===== src/rtl/read_cycle.sv =====
// read_cycle: timed LCD read strobe sequencer capturing one data byte per request
module read_cycle #(
  parameter int T_AS = 1,
  parameter int T_PW = 3,
  parameter int T_H  = 1
) (
  input  logic       clk,
  input  logic       rst,
  input  logic       rd_enable,
  input  logic       reg_sel,
  input  logic [7:0] data_in,
  output logic       e_out,
  output logic       rs_out,
  output logic       rw_out,
  output logic       bus_rel,
  output logic       rd_finish,
  output logic [7:0] rd_data,
  output logic       busy_flag
);
  localparam logic [2:0] IDLE  = 3'd0;
  localparam logic [2:0] SETUP = 3'd1;
  localparam logic [2:0] EHIGH = 3'd2;
  localparam logic [2:0] HOLD  = 3'd3;
  localparam logic [2:0] DONE  = 3'd4;
  logic [2:0] state, state_nx;
  logic [3:0] cnt, cnt_nx, phase_end;
  logic       timed, last, accept, capture;
  // phase bookkeeping: the timed phases run consecutively, so a finished phase steps to the next code
  always_comb begin
    timed     = state == SETUP || state == EHIGH || state == HOLD;
    phase_end = state == SETUP ? 4'(T_AS - 1) : state == EHIGH ? 4'(T_PW - 1) : 4'(T_H - 1);
    last      = timed && cnt == phase_end;
    accept    = state == IDLE && rd_enable;
    capture   = state == EHIGH && last;
    state_nx  = accept ? SETUP : last ? state + 3'd1 : state == DONE ? IDLE : state;
    cnt_nx    = timed && !last ? cnt + 4'd1 : 4'd0;
  end
  // sequencer state plus the RS latch and the byte/busy capture taken while E is still high
  always_ff @(posedge clk or negedge rst)
    if (!rst) begin
      state     <= IDLE;
      cnt       <= 4'd0;
      rs_out    <= 1'b0;
      rd_data   <= 8'h00;
      busy_flag <= 1'b0;
    end else begin
      state <= state_nx;
      cnt   <= cnt_nx;
      if (accept) rs_out <= reg_sel;
      if (capture) rd_data <= data_in;
      if (capture && !rs_out) busy_flag <= data_in[7];
    end
  assign e_out     = state == EHIGH;
  assign rw_out    = timed;
  assign bus_rel   = timed;
  assign rd_finish = state == DONE;
endmodule


===== config.mk =====
export PLATFORM = sky130hd
export DESIGN_NAME = read_cycle
export DESIGN_NICKNAME = d
export VERILOG_FILES = /design/src/rtl/read_cycle.sv
export SDC_FILE = /design/constraint.sdc
export NUM_CORES = 1
export LEC_CHECK = 0
export BUFFER_PORTS_ARGS = -buffer_cell sky130_fd_sc_hd__buf_2
export CORE_MARGIN = 2
export CORE_UTILIZATION = 50
export CTS_BUF_LIST = sky130_fd_sc_hd__clkbuf_4 sky130_fd_sc_hd__clkbuf_8
export CTS_CLUSTER_DIAMETER = 80
export DETAILED_ROUTE_END_ITERATION = 10
export PLACE_DENSITY = 0.81
export SLEW_MARGIN = 20
export SYNTH_ARGS = -nofsm -noshare
export SYNTH_HDL_FRONTEND = slang
export SYNTH_SLANG_ARGS = --single-unit
export TNS_END_PERCENT = 10

===== constraint.sdc =====
create_clock -name clk -period 2.22 [get_ports clk]
set_input_delay 0.333 -clock clk [delete_from_list [all_inputs] [get_ports clk]]
set_output_delay 0.333 -clock clk [all_outputs]
set_load 0.005 [all_outputs]

==> results.toml <==
[worst_setup_path]
critical_path.endpoint = "rw_out"
crit_chain = "ha_1 -> ha_1 -> o21ba_1 -> clkinv_1 -> buf_2"
reg2reg_slack_ns = 0.33
startpoint_type = "register"
required_ns = 1.89
end_kind = "output pin"
crit_top_cell = "ha_1"
cp.arrival_ns = 1.74
slowest_delay_ns = 0.41
critical_path_class = "register to output pin"
setup.worst_path.start = "state[0]$_DFFE_PN0P_"
reg2reg_depth = 6
r2r_end = "state[2]$_DFFE_PN0P_"
slowest_stage = "dfrtp_1"
critPathMaxFanout = 7
crit-reg2reg-launch = "state[0]$_DFFE_PN0P_"

[floorplan]
fp.coreArea_um2 = 1710
fp.dieW_um = 46.2
initial_utilization_pct = 52.2
dieArea_um2 = 2140
io_pins = 26
row_count = 15
die_y_um = 46.2

[sta]
fmax_mhz = 482
slew_viol_final = 0
worst_slew_pin_slew_ns = 0.376
timing.slew.headroom_pct = 74.7
post-route-period-util_pct = 93.4
rsz0062_at_grt = "false"
hold_violations = 0
fin_setup_tns_ns = 0
skew_ns = 0.00325
setup_viol = 0
period_needed_ns = 2.07

[min_path]
hold_class = "input pin to register"

[grt]
first_global_vias = 667
antenna_found_initial = 0
gr-total-overflow = 0
grt_pass1_wl_um = 2910
grt_use_total_pct = 19.2
grt_max_degree = 18

[cts]
cts_resized = 0
cts_buffers = 3
post_cts_buffers = 0
path_clk_slew_ns = 0.09
cts_tree = "yes"
clk_path_buf_depth = 2
cts_sinks = 17
clkLatencyLatePin_ns = 0.28
cts-root-buf = "clkbuf_4"
ctsHtreeMaxLevel = 1

[power_and_ir_drop]
p_per_area_nw_per_um2 = 489
swShare_pct = 20.5
p_clk_share_pct = 32.7
vdd_ir_drop_max_v = 0.000444
pwr-share-comb_pct = 6.1
power_frac_seq_pct = 61.2
switchingPower_w = 0.000107
internal_power_w = 0.000417
cellLeakagePower_nw = 0.529

[layout]
drive_gt1_share_pct = 42.7
n_fill_cell = 141
n_antenna_cell = 0
syn2layout_area_growth_pct = 20.2
nNetsFinal = 122
stdcell_area_um2 = 1070

[placed_design]
port_buffers = 25
dp_hpwl_um = 1340
gp_congestion = 0.843
placed_area_um2 = 1030

[synthesis]
synth_cell_types = 29
syn_inst = 76
yosysWarnings = 0
synth_top_area_share_pct = 47.8
yosys-top-cells-area = "dfrtp_1, mux2_2, ha_1, nor2_1, xor2_1"
ys_seq_area_share_pct = 47.8
syn_area_per_cell_um2 = 11.7
synth_top_area_cell = "dfrtp_1"
netlist_area_um2 = 891
ys_ff_latch = 17
syn-num-nets = 94

[routing]
firstDrtPassIters = 4
vias_per_cell = 5.32
drc_errors = 0
wire_per_inst_um = 13.4
postRouteWirelength_um = 1720
vias = 681
ant_nets = 0
first_iter_violations = 18

[run_status]
outcome = "complete, no violations"

[run]
maxCapViolations = 0
through the flow:
stage	hold slack, ns	worst slack (ns)	total power [W]	cells	util (%)
2_1_floorplan	0.0374	0.553	0.000334	76	-
3_3_place_gp	0.266	0.392	0.000356	123	60.4
3_5_place_dp	0.273	0.387	0.000359	123	60.4
4_1_cts	0.276	0.158	0.000531	128	62.7
5_1_grt	0.275	0.0474	0.000546	128	62.7
6_report	0.281	0.146	0.000524	128	62.7
layout by cell type (no fill, tap or decap):
| cell | netlist | layout |
|---|---|---|
| nor3_2 | 1 | 1 |
| a41oi_1 | 1 | 1 |
| buf_2 | 1 | 25 |
| o32a_1 | 1 | 1 |
| inv_1 | 4 | 4 |
| xnor2_1 | 2 | 2 |
| nor2b_1 | 1 | 1 |
| o32ai_1 | 1 | 1 |
| mux2_2 | 10 | 10 |
| nand3_2 | 1 | 1 |
| nor3b_2 | 1 | 1 |
| a221oi_1 | 1 | 1 |
| o21ba_1 | 1 | 1 |
| nor4_1 | 1 | 1 |
| xor2_1 | 3 | 3 |
| clkinv_1 | 1 | 1 |
| nor2_1 | 9 | 9 |
| nand3_1 | 2 | 2 |
| ha_1 | 6 | 6 |
| and2_1 | 1 | 1 |
| and4_1 | 1 | 1 |
| dfrtp_1 | 17 | 17 |
| clkbuf_4 | 0 | 4 |
| or3_4 | 1 | 1 |
| dlygate4sd3_1 | 0 | 1 |
| a221oi_2 | 1 | 1 |
| nand4_1 | 1 | 1 |
| o21ai_0 | 1 | 1 |
| nand2_1 | 3 | 3 |
layout make-up:
type / instances / area [µm²] / area share [%]
Clock buffer: 4 / 30.0 / 2.80
Tap cell: 25 / 31.3 / 2.92
Inverter: 5 / 18.8 / 1.75
Timing Repair Buffer: 26 / 135 / 12.6
Sequential cell: 17 / 425 / 39.7
Multi-Input combinational cell: 51 / 430 / 40.2
sequential cells by signal, summed over array words and instances (netlist names):
name / flops
state: 3
cnt: 4
busy_flag: 1
rs_out: 1
rd_data: 8
logic make-up (layout without fill, tap and decap cells):
kind of cell	count (synthesis)	in the layout	share of synthesized area (%)
AO/OA/AOI/OAI	7	7	7.44
XOR/XNOR	5	5	4.92
adder cells (fa/ha/maj)	6	6	8.43
buffers and inverters	8	35	3.93
flip-flops	17	17	47.8
multiplexers	10	10	12.6
AND/OR/NAND/NOR	23	23	14.9
cells in the mapped netlist:
| cell type | n |
|---|---|
| nor3_2 | 1 |
| nand3_2 | 1 |
| a221oi_2 | 1 |
| xor2_1 | 3 |
| clkinv_1 | 1 |
| buf_4 | 1 |
| o21ba_1 | 1 |
| o21ai_0 | 1 |
| clkbuf_1 | 1 |
| nand3_1 | 2 |
| mux2_2 | 10 |
| nor4_1 | 1 |
| o32a_1 | 1 |
| ha_1 | 6 |
| and4_1 | 1 |
| and2_1 | 1 |
| or3_4 | 1 |
| nor2b_1 | 1 |
| xnor2_1 | 2 |
| nand2_1 | 3 |
| dfrtp_1 | 17 |
| nand4_1 | 1 |
| a221oi_1 | 1 |
| inv_1 | 4 |
| a41oi_1 | 1 |
| nor2_1 | 9 |
| nor3b_2 | 1 |
| o32ai_1 | 1 |
| buf_2 | 1 |
repair_timing:
| action | in CTS | in global routing |
|---|---|---|
| setup endpoints to repair | 0 | 0 |
| hold buffers | 1 | 0 |
| hold endpoints to repair | 17 | 0 |
power groups by stage:
stage | clock network (W) | logic (W) | registers [W]
6_report | 0.000171 | 0.0000322 | 0.000321
5_1_grt | 0.000188 | 0.0000362 | 0.000322
4_1_cts | 0.000177 | 0.0000331 | 0.000321
3_5_place_dp | 0 | 0.0000316 | 0.000327
3_3_place_gp | 0 | 0.0000300 | 0.000326
2_1_floorplan | 0 | 0.00000653 | 0.000327
worst max-delay path, delay by kind of cell (launching register included):
family / cells / cell delay (ns)
adders and majority gates: 2 / 0.40
DFF: 1 / 0.41
buffers and inverters: 2 / 0.35
AOI/OAI and AO/OA: 1 / 0.29
metal layers:
layer  track usage [%]  share of wire (%)
met1              25.1                 42
met2              33.3                 52
met3              2.35                4.9
met4              5.14               0.82
met5                 0                  0
worst min-delay path by stage:
stage | start | to | slack, ns | depth (start not counted)
6_report | data_in[3] | rd_data[3]$_DFFE_PN0P_ | 0.28 | 2
5_1_grt | data_in[3] | rd_data[3]$_DFFE_PN0P_ | 0.28 | 2
4_1_cts | data_in[3] | rd_data[3]$_DFFE_PN0P_ | 0.28 | 2
3_5_place_dp | rst | rd_data[4]$_DFFE_PN0P_ | 0.27 | 1
3_3_place_gp | rst | rd_data[0]$_DFFE_PN0P_ | 0.27 | 1
2_1_floorplan | rst | busy_flag$_DFFE_PN0P_ | 0.04 | 0
Power figures use the tool's default switching activity.
